**src/rtl/uart_rx_buffer_pkg.sv**
```systemverilog
// Shared definitions for the UART receive buffer: FSM state encoding,
// oversampling constants and the baud divider helper.
package uart_rx_buffer_pkg;

   typedef logic [2:0] state_t;

   localparam int OVERSAMPLE = 16;
   localparam int MID_SAMPLE = 7;

   localparam state_t ST_IDLE   = 3'd0;
   localparam state_t ST_START  = 3'd1;
   localparam state_t ST_DATA   = 3'd2;
   localparam state_t ST_PARITY = 3'd3;
   localparam state_t ST_STOP   = 3'd4;

   function automatic int calc_div(input int clk_freq, input int baud);
      int d;
      d = clk_freq / (baud * OVERSAMPLE);
      return (d < 1) ? 1 : d;
   endfunction

endpackage

```
**src/rtl/uart_rx_buffer_if.sv**
```systemverilog
// Receive-side bundle: serial line in, FWFT byte stream and sticky flags out.
// master = receiver/buffer, slave = byte consumer that also owns the line stimulus.
interface uart_rx_buffer_if #(parameter int FIFO_DEPTH = 16);

   localparam int CW = $clog2(FIFO_DEPTH) + 1;

   logic          rxd;
   logic          rd_en;
   logic          clr_err;
   logic [7:0]    rd_data;
   logic          data_valid;
   logic          fifo_full;
   logic [CW-1:0] count;
   logic          frame_err;
   logic          overrun_err;

   modport master (
      input  rxd, rd_en, clr_err,
      output rd_data, data_valid, fifo_full, count, frame_err, overrun_err
   );

   modport slave (
      output rxd, rd_en, clr_err,
      input  rd_data, data_valid, fifo_full, count, frame_err, overrun_err
   );

endinterface

```
**src/rtl/uart_rx_fifo.sv**
```systemverilog
// Synchronous first-word-fall-through byte FIFO; head byte is visible while non-empty.
module uart_rx_fifo
   import uart_rx_buffer_pkg::*;
#(
   parameter int FIFO_DEPTH = 16
) (
   input  logic                        i_clk,
   input  logic                        i_rst,
   input  logic                        i_push,
   input  logic [7:0]                  i_data,
   input  logic                        i_pop,
   output logic [7:0]                  o_data,
   output logic                        o_valid,
   output logic                        o_full,
   output logic [$clog2(FIFO_DEPTH):0] o_count,
   output logic                        o_overrun
);

   localparam int AW = $clog2(FIFO_DEPTH);

   logic [7:0]    r_mem [FIFO_DEPTH];
   logic [AW-1:0] r_wr_ptr;
   logic [AW-1:0] r_rd_ptr;
   logic [AW:0]   r_count;
   logic          w_pop;
   logic          w_wr;

   assign o_valid   = (r_count != '0);
   assign o_full    = (r_count == (AW+1)'(FIFO_DEPTH));
   assign w_pop     = i_pop && o_valid;
   // A pop in the same clock frees the slot, so a push into a full FIFO still lands.
   assign w_wr      = i_push && (!o_full || w_pop);
   assign o_overrun = i_push && o_full && !i_pop;
   assign o_data    = o_valid ? r_mem[r_rd_ptr] : 8'h00;
   assign o_count   = r_count;

   always_ff @(posedge i_clk) begin
      if (w_wr) r_mem[r_wr_ptr] <= i_data;
   end

   always_ff @(posedge i_clk) begin
      if (i_rst) begin
         r_wr_ptr <= '0;
         r_rd_ptr <= '0;
         r_count  <= '0;
      end else begin
         if (w_wr)  r_wr_ptr <= r_wr_ptr + AW'(1);
         if (w_pop) r_rd_ptr <= r_rd_ptr + AW'(1);
         case ({w_wr, w_pop})
            2'b10:   r_count <= r_count + (AW+1)'(1);
            2'b01:   r_count <= r_count - (AW+1)'(1);
            default: r_count <= r_count;
         endcase
      end
   end

endmodule

```
**src/rtl/uart_rx_buffer.sv**
```systemverilog
// UART receiver (16x oversampled, 8 data bits, LSB first) feeding a FWFT FIFO.
// Define UART_RX_PARITY_EN to add an even-parity bit between data and stop.
module uart_rx_buffer
   import uart_rx_buffer_pkg::*;
#(
   parameter int CLK_FREQ   = 50000000,
   parameter int BAUD       = 9600,
   parameter int FIFO_DEPTH = 16
) (
   input  logic             i_clk,
   input  logic             i_rst,
   uart_rx_buffer_if.master bus
);

   localparam int DIV = calc_div(CLK_FREQ, BAUD);
   localparam int TW  = $clog2(DIV + 1);
   localparam int CW  = $clog2(FIFO_DEPTH) + 1;
`ifdef UART_RX_PARITY_EN
   localparam state_t ST_AFTER_DATA = ST_PARITY;
`else
   localparam state_t ST_AFTER_DATA = ST_STOP;
`endif

   logic          r_rxd_s1;
   logic          r_rxd_s2;
   logic [1:0]    r_sync_fill;
   logic          r_line_hi;
   logic [TW-1:0] r_tick_cnt;
   logic [3:0]    r_os_cnt;
   logic [2:0]    r_bit_cnt;
   logic [7:0]    r_shift;
   state_t        r_state;
   logic          r_frame_err;
   logic          r_overrun_err;

   logic          w_tick;
   logic          w_start;
   logic          w_mid;
   logic          w_bit_end;
   logic          w_stop_bad;
   logic          w_push;
   logic          w_frame_set;
   logic          w_overrun;
   logic [CW-1:0] w_count;

   always_ff @(posedge i_clk) begin
      if (i_rst) begin
         r_rxd_s1    <= 1'b1;
         r_rxd_s2    <= 1'b1;
         r_sync_fill <= 2'b00;
         r_line_hi   <= 1'b0;
      end else begin
         r_rxd_s1    <= bus.rxd;
         r_rxd_s2    <= r_rxd_s1;
         r_sync_fill <= {r_sync_fill[0], 1'b1};
         // Only trust the line once real samples have replaced the reset ones.
         r_line_hi   <= r_sync_fill[1] & r_rxd_s2;
      end
   end

   assign w_tick    = (r_tick_cnt == TW'(DIV - 1));
   assign w_start   = (r_state == ST_IDLE) && r_sync_fill[1] && r_line_hi && !r_rxd_s2;
   assign w_mid     = w_tick && (r_os_cnt == 4'(MID_SAMPLE));
   assign w_bit_end = w_tick && (r_os_cnt == 4'(OVERSAMPLE - 1));

   always_ff @(posedge i_clk) begin
      if (i_rst || w_start || w_tick) r_tick_cnt <= '0;
      else                            r_tick_cnt <= r_tick_cnt + TW'(1);
   end

   // START counts to mid-bit, later states count full bit periods from there.
   always_ff @(posedge i_clk) begin
      if (i_rst || w_start || (r_state == ST_START && w_mid)) r_os_cnt <= '0;
      else if (w_tick && r_state != ST_IDLE)                 r_os_cnt <= r_os_cnt + 4'd1;
   end

   always_ff @(posedge i_clk) begin
      if (i_rst) begin
         r_state   <= ST_IDLE;
         r_bit_cnt <= '0;
         r_shift   <= '0;
      end else begin
         case (r_state)
            ST_IDLE:  if (w_start) r_state <= ST_START;
            ST_START: if (w_mid) begin
               r_bit_cnt <= '0;
               r_state   <= r_rxd_s2 ? ST_IDLE : ST_DATA;
            end
            ST_DATA:  if (w_bit_end) begin
               r_shift   <= {r_rxd_s2, r_shift[7:1]};
               r_bit_cnt <= r_bit_cnt + 3'd1;
               if (r_bit_cnt == 3'd7) r_state <= ST_AFTER_DATA;
            end
`ifdef UART_RX_PARITY_EN
            ST_PARITY: if (w_bit_end) r_state <= ST_STOP;
`endif
            ST_STOP:  if (w_bit_end) r_state <= ST_IDLE;
            default:  r_state <= ST_IDLE;
         endcase
      end
   end

`ifdef UART_RX_PARITY_EN
   logic r_par_err;

   always_ff @(posedge i_clk) begin
      if (i_rst || w_start)                          r_par_err <= 1'b0;
      else if (r_state == ST_PARITY && w_bit_end)    r_par_err <= (r_rxd_s2 != ^r_shift);
   end

   assign w_stop_bad = !r_rxd_s2 || r_par_err;
`else
   assign w_stop_bad = !r_rxd_s2;
`endif

   assign w_push      = (r_state == ST_STOP) && w_bit_end && !w_stop_bad;
   assign w_frame_set = (r_state == ST_STOP) && w_bit_end && w_stop_bad;

   always_ff @(posedge i_clk) begin
      if (i_rst) begin
         r_frame_err   <= 1'b0;
         r_overrun_err <= 1'b0;
      end else begin
         r_frame_err   <= w_frame_set || (r_frame_err && !bus.clr_err);
         r_overrun_err <= w_overrun   || (r_overrun_err && !bus.clr_err);
      end
   end

   uart_rx_fifo #(.FIFO_DEPTH(FIFO_DEPTH)) u_fifo (
      .i_clk     (i_clk),
      .i_rst     (i_rst),
      .i_push    (w_push),
      .i_data    (r_shift),
      .i_pop     (bus.rd_en),
      .o_data    (bus.rd_data),
      .o_valid   (bus.data_valid),
      .o_full    (bus.fifo_full),
      .o_count   (w_count),
      .o_overrun (w_overrun)
   );

   assign bus.count       = w_count;
   assign bus.frame_err   = r_frame_err;
   assign bus.overrun_err = r_overrun_err;

endmodule

```
**src/flat_wrapper.sv**
```systemverilog
// flat-port wrapper written by rule: the top's interface ports become plain ports
module uart_rx_buffer_flat import uart_rx_buffer_pkg::*;
#(
   parameter int CLK_FREQ   = 50000000,
   parameter int BAUD       = 9600,
   parameter int FIFO_DEPTH = 16
)
  (i_clk, i_rst, bus_rxd, bus_rd_en, bus_clr_err, bus_rd_data, bus_data_valid, bus_fifo_full, bus_count, bus_frame_err, bus_overrun_err);
  uart_rx_buffer_if #(.FIFO_DEPTH(FIFO_DEPTH)) bus_i ();
  input  logic i_clk;
  input  logic i_rst;
  input wire logic [$bits(bus_i.rxd)-1:0] bus_rxd;
  input wire logic [$bits(bus_i.rd_en)-1:0] bus_rd_en;
  input wire logic [$bits(bus_i.clr_err)-1:0] bus_clr_err;
  output wire logic [$bits(bus_i.rd_data)-1:0] bus_rd_data;
  output wire logic [$bits(bus_i.data_valid)-1:0] bus_data_valid;
  output wire logic [$bits(bus_i.fifo_full)-1:0] bus_fifo_full;
  output wire logic [$bits(bus_i.count)-1:0] bus_count;
  output wire logic [$bits(bus_i.frame_err)-1:0] bus_frame_err;
  output wire logic [$bits(bus_i.overrun_err)-1:0] bus_overrun_err;
  assign bus_i.rxd = bus_rxd;
  assign bus_i.rd_en = bus_rd_en;
  assign bus_i.clr_err = bus_clr_err;
  assign bus_rd_data = bus_i.rd_data;
  assign bus_data_valid = bus_i.data_valid;
  assign bus_fifo_full = bus_i.fifo_full;
  assign bus_count = bus_i.count;
  assign bus_frame_err = bus_i.frame_err;
  assign bus_overrun_err = bus_i.overrun_err;
  uart_rx_buffer #(.CLK_FREQ(CLK_FREQ), .BAUD(BAUD), .FIFO_DEPTH(FIFO_DEPTH)) u_core (.i_clk(i_clk), .i_rst(i_rst), .bus(bus_i));
endmodule
```
**config.mk**
```make
export PLATFORM = sky130hd
export DESIGN_NAME = uart_rx_buffer_flat
export DESIGN_NICKNAME = d
export VERILOG_FILES = /design/src/rtl/uart_rx_buffer_pkg.sv /design/src/rtl/uart_rx_buffer_if.sv /design/src/rtl/uart_rx_fifo.sv /design/src/rtl/uart_rx_buffer.sv /design/src/flat_wrapper.sv
export SDC_FILE = /design/constraint.sdc
export NUM_CORES = 1
export LEC_CHECK = 0
export ABC_AREA = 1
export CORE_MARGIN = 1.5
export CORE_UTILIZATION = 35
export CTS_BUF_LIST = sky130_fd_sc_hd__clkbuf_8 sky130_fd_sc_hd__clkbuf_16
export DETAILED_ROUTE_END_ITERATION = 10
export PLACE_DENSITY = 0.55
export SLEW_MARGIN = 20
export SYNTH_ARGS = -nofsm -noshare
export SYNTH_HDL_FRONTEND = slang
export SYNTH_SLANG_ARGS = --single-unit
```
**constraint.sdc**
```tcl
create_clock -name i_clk -period 2.6 [get_ports i_clk]
set_clock_uncertainty 0.15 [all_clocks]
set_input_delay 0.39 -clock i_clk [delete_from_list [all_inputs] [get_ports i_clk]]
set_output_delay 0.39 -clock i_clk [all_outputs]
set_load 0.01 [all_outputs]
```
=== Yosys cells after proc, flatten, opt, wreduce, memory -nomap -nowiden ===
Memories as Yosys holds them, arrays and structs flattened. A register that Yosys moved wholly into a read port is not among the register bits.
Cells that the tools add are included.

* Register bits after elaboration: 47
* Bits in writable memories: 128
* Bits of input ports: 5
* Output and inout port bits: 17
* Word-level logic and storage cells: 90
* Memories kept: 1

{| class="wikitable"
|+ Memories
! name !! depth !! width !! read ports !! clocked after memory_dff !! wr ports !! line !! text
|-
| u_core.u_fifo.r_mem || 16 || 8 || 1 || 1 || 1 || uart_rx_fifo.sv:21 || <nowiki>logic [7:0] r_mem [FIFO_DEPTH];</nowiki>
|}

* $add $sub $neg: 7
* Equal/unequal tests: 15
* Muxes and demuxes: 17
* Bitwise gates (word level): 1
* Reductions and logical operators: 34

{| class="wikitable"
|+ Operators by type and width
! cell !! number
|-
| $mux 3 || 7
|-
| $logic_and 1x1->1 || 16
|-
| $add 4x1->4 const B || 3
|-
| $pmux 3 s4 || 1
|-
| $ne 2x1->1 const B || 5
|-
| $pmux 5 s2 || 1
|-
| $add 9x1->9 const B || 1
|-
| $eq 9x9->1 const B || 1
|-
| $mux 4 || 2
|-
| $mux 8 || 1
|-
| $eq 3x3->1 const B || 2
|-
| $logic_or 1x1->1 || 6
|-
| $pmux 3 s2 || 1
|-
| $add 5x1->5 const B || 1
|-
| $eq 5x5->1 const B || 1
|-
| $reduce_and 5->1 || 1
|-
| $reduce_bool 5->1 || 1
|-
| $sub 5x1->5 const B || 1
|-
| $eq 4x3->1 const B || 1
|-
| $eq 4x4->1 const B || 1
|-
| $logic_not 1->1 || 4
|-
| $reduce_bool 2->1 || 2
|-
| $add 3x1->3 const B || 1
|-
| $eq 3x1->1 const B || 1
|-
| 10 further kinds || 12
|}

=== Longest topological paths before layout ===
Gate-level depths: netlist of run 1.

* Word-level depth: 7
* Depth in mapped cells: 20
* Gate-level depth less buffers: 20

=== Modules after synthesis ===
Synthesis of run 1 repeated with hierarchy kept, for this count alone.

* Cell total of the unflattened synthesis: 684
* Area total of the unflattened synthesis: 7435.9 µm²

{| class="wikitable"
|+ Modules (own cells, without submodules)
! module !! instances !! cells each !! area each (µm²) !! sequential area each (µm²)
|-
| uart_rx_fifo || 1 || 497 || 5960.7 || 4184.0
|-
| uart_rx_buffer || 1 || 187 || 1475.2 || 680.7
|}

=== Worst setup path before layout of run 1 ===
No wires, ideal clock.

* Kind: register to register
* Start point: reg u_core.r_os_cnt[0]
* End point: mem u_core.u_fifo.r_mem[11][0] (enable)
* Library setup time: 370 ps
* Arrival time: 1705 ps
* Data required time: 2080 ps
* Path slack: 375 ps
* Stages on the path, launching flop included: 8
* Path buffers: 0
* Period minus slack after synthesis: 2225 ps
* Cells stage by stage: dfxtp_1 > ha_1 > nand2_1 > nor2_1 > nand4_4 > nor2_4 > nand3_1 > nor2_1

* Longest elaborated chain between the ends: 7

{| class="wikitable"
|+ RTL lines
! element !! line !! text
|-
| start, declared || uart_rx_buffer.sv:29 || <nowiki>logic [3:0] r_os_cnt;</nowiki>
|-
| start signal, assigned || uart_rx_buffer.sv:74 || <nowiki>else if (w_tick && r_state != ST_IDLE) r_os_cnt <= r_os_cnt + 4'd1;</nowiki>
|-
| $eq 4x4->1 || uart_rx_buffer.sv:64 || <nowiki>assign w_bit_end = w_tick && (r_os_cnt == 4'(OVERSAMPLE - 1));</nowiki>
|-
| $logic_and 1x1->1 || uart_rx_buffer.sv:64 ||
|-
| $logic_and 1x1->1 (2 in a row) || uart_rx_buffer.sv:116 || <nowiki>assign w_push = (r_state == ST_STOP) && w_bit_end && !w_stop_bad;</nowiki>
|-
| $logic_and 1x1->1 || uart_rx_fifo.sv:32 || <nowiki>assign w_wr = i_push && (!o_full || w_pop);</nowiki>
|-
| $mux 1 || uart_rx_fifo.sv:38 || <nowiki>if (w_wr) r_mem[r_wr_ptr] <= i_data;</nowiki>
|-
| $mux 1 (implied by the code) || uart_rx_fifo.sv:38 ||
|-
| end, declared || uart_rx_fifo.sv:21 ||
|}

No other way between the ends.

==> results.yml, run 1 <==
status:
  status: "finished clean"
finish:
  fillers: 1930
  final_common_cell: "edfxtp_1"
  multiInputGateArea_sq_um: 2230
  drive_gt1_share_pct: 15.6
  final_area_sq_um: 8720
  nets: 736
  diodes: 0
  areaGrowthSynthToFinish_pct: 18.3
  layout_common_cells: "edfxtp_1 (128), nor2_1 (125), o21ai_0 (83), inv_1 (50), dfxtp_1 (50)"
  register_area_sq_um: 4870
timing:
  worst_hold_slack_ns: 0.251
  tightest_slew_ns: 0.755
  slew_viol_final: 0
  finalCritPeriodShare_pct: 98.6
  rsz0062_at_grt: "true"
  finalCriticalPeriod_ns: 2.56
  hold_viol_final: 0
  clock.fmax_mhz: 390
  slew_headroom_pct: 49.6
  setup_viol: 0
  finalSetupTns_ns: 0
  finalWorstSetupSlack_ns: 0.0370
clocking:
  clock-root-buffer: "clkbuf_16"
  cts_made_buffers: 17
  cts_tree: "yes"
  cts.sinks: 179
  cts_setup_buffers: 0
  clk_pin_slew_ns: 0.07
  hold_buffers: 0
  clockBufferDepth: 2
  h-tree-depth: 4
  clock_latency_ns: 0.44
place:
  place_ws_ns: 0.118
  placed_cell_area_sq_um: 8100
  io_buffers: 21
  gp_congestion: 0.855
  dpl.hpwl_mm: 11.2
die:
  pin_count: 22
  rows: 52
  fp.dieW_microns: 148
  initial_core_util_pct: 36.1
  die_y_microns: 148
  coreArea_sq_um: 20400
  dieArea_sq_um: 21900
global_routing:
  grt-ovfl-total: 0
  antenna_found_initial: 0
  grt_usage_pct: 15.9
  grt_pass1_wl_mm: 26.3
  grt_pass1_vias: 4896
  grt_max_degree: 33
yosys:
  synth_seq_cells: 179
  postSynthCellCount: 673
  yosys_warnings: 0
  syn_area_per_cell_sq_um: 11.0
  yosysUniqueCellTypes: 38
  syn_nets: 689
  syn-cell-area_sq_um: 7370
  yosysSeqAreaShare_pct: 66.0
routing:
  dr.pass1.iters: 5
  vias: 5064
  drc: 0
  routed.top_layer: "met4"
  dr.first_iter.drc_count: 352
  wl_met2_mm: 8.17
  drt-total-wl_mm: 17.0
  via_per_inst: 5.05
  met1_length_mm: 7.84
  wl_per_cell_microns: 16.9
  wl_met3_microns: 759
  antenna_left: 0
worst_hold_path:
  hold_path.class: "register to register"
power_and_ir_drop:
  peakVddDrop_mv: 0.679
  power_density_nw_per_um2: 909
  p_leak_nw: 3.45
worst_setup_path:
  crit_type: "register to output pin"
  cp_data_arrival_time_ns: 2.02
  crit_required_ns: 2.06
  worstPathMaxFanout: 18
  endpoint_kind: "output pin"
  startpoint_type: "register"
flow_run:
  drv_cap: 0
[cell usage after synthesis, drive strengths merged]
master	n	area, sq um
buf	3	21.3
xor2	2	17.5
nand3	25	130
nor4	1	6.26
clkbuf	25	93.8
nand4	6	58.8
o211a	1	10.0
edfxtp	128	3840
nand2	55	244
nor3	10	65.1
dfxtp	51	1020
o21ai	90	450
o221ai	26	228
a211oi	3	27.5
xnor2	1	8.76
or2	4	25.0
inv	55	209
o22ai	6	37.5
nor3b	2	15.0
nor2	130	522
o2111ai	1	8.76
and3	1	6.26
a21oi	36	188
ha	11	138
[power by group]
part / switching [mW] / total, mW / internal, mW
Sequential: 0.102 / 3.21 / 3.11
Clock: 1.10 / 2.43 / 1.32
Combinational: 1.40 / 2.29 / 0.893
Total: 2.60 / 7.93 / 5.32
[worst paths after layout]
| check | end | cells after the start | slack, ns | from |
|---|---|---|---|---|
| hold / removal | u_core.r_sync_fill[1] | 2 | 0.25 | u_core.r_sync_fill[0] |
| setup / recovery | bus_rd_data[6] | 9 | 0.04 | register |
| hold reg to reg | u_core.r_sync_fill[1] | 2 | 0.25 | u_core.r_sync_fill[0] |
| setup reg to reg | u_core.u_fifo.r_mem[5][1] | 8 | 0.26 | u_core.r_os_cnt[0] |
[worst max-delay path: stages, from the launching register on]
cell,delay (ns)
dfxtp_4,0.40
inv_4,0.08
buf_12,0.15
o21ai_0,0.20
o22ai_1,0.10
nor2_1,0.10
nor2_1,0.04
o21ai_1,0.12
a21oi_1,0.10
dlygate4sd2_1,0.31
[per-layer routing]
layer	global-route usage (%)	vias up
met5	0	-
met4	4.60	0
met3	3.56	26
met2	26.2	106
met1	21.1	2458
li1	-	2474
[logic make-up (layout without fill, tap and decap cells)]
logic type	after synthesis	in the layout	share of synthesized area, %
AOI/OAI and AO/OA	163	163	12.9
xor gates and xnor gates	3	3	0.356
adders and majority gates	11	11	1.87
buffers and inverters	83	143	4.39
DFF	179	179	66.0
and+or+nand+nor	234	234	14.5
[sequential cells by signal (all words and copies together) (netlist names), 3 cells and up, named ones only]
signal,cells
u_core.r_shift,8
u_core.u_fifo.r_rd_ptr,4
u_core.u_fifo.o_count,5
u_core.u_fifo.r_wr_ptr,4
u_core.r_bit_cnt,3
u_core.r_state,3
u_core.u_fifo.r_mem,128
u_core.r_tick_cnt,9
u_core.r_os_cnt,4
[layout make-up]
| cell class | instances | area share [%] |
|---|---|---|
| tap | 270 | 3.87 |
| sequential | 179 | 55.8 |
| timing repair buffer | 56 | 5.91 |
| inverter | 55 | 2.42 |
| clock buffer | 17 | 4.88 |
| clock inverter | 15 | 1.53 |
| multi-input combinational | 411 | 25.6 |
[stage by stage]
step	utilization, %	total power, mW	cells
detailed placement	39.7	5.48	970
floorplan	-	4.65	673
finish	42.7	7.93	1003
global route	42.7	8.35	1003
global placement	39.7	5.44	970
CTS	42.7	7.97	1003
[timing repair]
item,CTS,global route
resized for setup,27,19
pin swaps,6,4
gates cloned,1,0
setup endpoints to repair,8,14
No activity file was read; power rests on OpenSTA's default activity.
==> inputs of run 2 (changes only) <==
PLACE_DENSITY = not set   (was 0.55)
SYNTH_HIERARCHICAL = 1   (was not set)
==> run 2 against run 1 <==
Effect of this change: sequential power hardly changed; non-clock buffer count up 10; design area up 2.4%; worst setup slack improved by 0.040 ns; clock-buffer cell count is the same; worst hold slack better by 0.010 ns; power is 3.0% higher; global-route usage fell by 0.30 points; register-to-register slack got worse by 0.02 ns; sequential share of layout area down 1.3 points; utilization is 0.086 points lower; clock power rose by 4%; critical endpoint is now bus_rd_data[7]; largest cell class unchanged.
==> results.yml, run 2 <==
flow_run:
  drv_cap: 0
die:
  coreArea_sq_um: 21000
  die_y_microns: 149
  dieArea_sq_um: 22100
  fp.dieW_microns: 149
  pin_count: 22
  rows: 53
  initial_core_util_pct: 35.5
timing:
  clock.fmax_mhz: 396
  setup_viol: 0
  finalSetupTns_ns: 0
  slew_viol_final: 0
  slew_headroom_pct: 47.3
  hold_viol_final: 0
  rsz0062_at_grt: "true"
  finalCriticalPeriod_ns: 2.52
  tightest_slew_ns: 0.790
  finalCritPeriodShare_pct: 97.1
finish:
  areaGrowthSynthToFinish_pct: 20.1
  top_register: "u_core/u_fifo/r_mem"
  fillers: 1995
  multiInputGateArea_sq_um: 2290
  largestRegisters: "u_core/u_fifo/r_mem (128), u_core/r_tick_cnt (9), u_core/r_shift (8)"
  final_common_cell: "nor2_1"
  register_area_sq_um: 4870
  drive_gt1_share_pct: 16.7
  layout_common_cells: "nor2_1 (129), edfxtp_1 (128), o21ai_0 (82), nand2_1 (55), dfxtp_1 (48)"
  nets: 758
  final_core_util_pct: 42.6
  diodes: 0
  largest_register_ffs: 128
clocking:
  clk_pin_slew_ns: 0.07
  clock-root-buffer: "clkbuf_16"
  h-tree-depth: 4
  clockBufferDepth: 2
  clock_latency_ns: 0.43
  cts.sinks: 179
  cts_tree: "yes"
  cts_made_buffers: 17
  hold_buffers: 0
routing:
  drt-total-wl_mm: 16.4
  dr.first_iter.drc_count: 335
  wl_per_cell_microns: 16.0
  antenna_left: 0
  dr.pass1.iters: 5
  drc: 0
  via_per_inst: 4.98
  vias: 5130
global_routing:
  met3_usage_pct: 3.61
  grt_pass1_vias: 4841
  grt-ovfl-total: 0
  met1_usage_pct: 22.3
  grt_usage_pct: 15.6
  busiest_layer: "met2"
  use_met2_pct: 24.2
  grt_pass1_wl_mm: 26.1
  antenna_found_initial: 0
  grt_max_degree: 34
worst_setup_path:
  worstPathMaxFanout: 15
  startpoint_type: "register"
  critPathCapture: "bus_rd_data[7]"
  regToRegStartpoint: "u_core/r_os_cnt[1]"
  r2r_slack_ns: 0.24
  cp_data_arrival_time_ns: 1.98
  crit_required_ns: 2.06
  rr_worst_depth: 19
  crit_type: "register to output pin"
  r2r-end: "u_core/u_fifo/o_count[4]"
  endpoint_kind: "output pin"
yosys:
  synth.most_common_cell: "nor2_1"
  ys_top_cells_by_area: "edfxtp_1 (52%), dfxtp_1 (14%), nor2_1 (6.5%), o21ai_0 (5.8%), o221ai_1 (2.8%)"
  syn-cell-area_sq_um: 7440
  async_flop_share_pct: 0
  synth_enable_flop_cells: 128
  yosysSeqAreaShare_pct: 65.4
  synth_common_cells: "nor2_1 (129), edfxtp_1 (128), o21ai_0 (86)"
  yosys_warnings: 6
  synth_top_area_share_pct: 51.7
  syn_area_per_cell_sq_um: 10.9
  synth_area_leader_cell: "edfxtp_1"
  postSynthCellCount: 684
  yosysUniqueCellTypes: 35
  syn_nets: 700
  synth_seq_cells: 179
  synth-main-ff-cell: "edfxtp_1"
power_and_ir_drop:
  total_power_mw: 8.17
  power_density_nw_per_um2: 915
  p_leak_nw: 3.57
  peakVddDrop_mv: 0.721
place:
  gp_congestion: 0.804
  dpl.hpwl_mm: 10.5
  io_buffers: 21
worst_hold_path:
  hold_path.class: "register to register"
status:
  status: "finished clean"
==> run 2: cell types whose count changed after synthesis, sizes merged, moves of 2 or more <==
cell / change
a211oi: -3
a21oi: -6
buf: +9
clkbuf: -10
inv: -4
nand2: +8
nand3: +13
nand4: +2
nor2: +6
nor3: -6
o221ai: -2
o22ai: +2
xor2: +5
==> run 2: worst max-delay path, cell delays in order (launching register included) <==
cell	delay (ns)
dfxtp_4	0.38
inv_4	0.09
bufbuf_16	0.28
o21ai_0	0.09
o22ai_1	0.21
o21ai_0	0.11
a21oi_1	0.22
buf_2	0.18
==> run 2: layout make-up <==
| cell class | instances | area share (%) |
|---|---|---|
| multi-input cells | 427 | 25.7 |
| flip-flops and latches | 179 | 54.5 |
| inverters | 51 | 2.20 |
| clock buffers | 17 | 4.76 |
| clock inverters | 15 | 1.81 |
| repair buffers | 66 | 7.15 |
| well taps | 275 | 3.85 |
==> run 2: per-stage QoR <==
step | instances | hold WS (ns) | cell area (sq um) | setup WS [ns]
finish | 1030 | 0.261 | 8930 | 0.0765
global route | 1030 | 0.273 | 8930 | -0.0397
CTS | 1028 | 0.260 | 8900 | -0.0293
detailed placement | 995 | 0.250 | 8250 | 0.0986
global placement | 995 | 0.242 | 8250 | 0.123
floorplan | 684 | 0.238 | 7440 | 0.0234
==> run 2: what timing repair did <==
action,CTS,global route
resized for setup,29,17
buffers inserted,0,1
pin swaps,9,10
endpoints found under the setup margin,8,26
endpoints found under the hold margin,0,0
cloned,1,1
==> run 2: worst min path at each step <==
| stage | startpoint | to | depth (start not counted) |
|---|---|---|---|
| 2_1_floorplan | u_core/r_sync_fill[0] | u_core/r_sync_fill[1] | 2 |
| 3_3_place_gp | u_core/r_sync_fill[0] | u_core/r_sync_fill[1] | 2 |
| 3_5_place_dp | u_core/r_rxd_s1 | u_core/r_rxd_s2 | 1 |
| 4_1_cts | u_core/r_sync_fill[0] | u_core/r_sync_fill[1] | 2 |
| 5_1_grt | u_core/r_rxd_s1 | u_core/r_rxd_s2 | 1 |
| 6_report | u_core/r_sync_fill[0] | u_core/r_sync_fill[1] | 2 |
==> run 2: logic make-up (layout without fill, tap and decap cells) <==
| family | after synthesis | count (layout) | synth area share (%) |
|---|---|---|---|
| AND/OR/NAND/NOR | 254 | 254 | 15.4 |
| flip-flops | 179 | 179 | 65.4 |
| AO/OA/AOI/OAI | 153 | 153 | 12.0 |
| buffers and inverters | 78 | 149 | 4.24 |
| adder cells (fa/ha/maj) | 11 | 11 | 1.85 |
| XOR/XNOR | 9 | 9 | 1.06 |
==> run 2: routing by layer <==
metal  part of all wire [%]  vias to the layer above  routed length, microns
met5                      0                        -                       0
met4                   0.93                        0                     152
met3                    4.4                       16                     725
met2                     46                      108                    7520
met1                     49                     2480                    8030
li1                       -                     2526                       -
==> run 2: report_power, final <==
group          switching, mW  leakage, nW  total [mW]  internal (mW)
sequential            0.0838         1.91        3.18           3.10
combinational           1.43         1.38        2.45           1.02
clock                   1.17        0.285        2.53           1.36
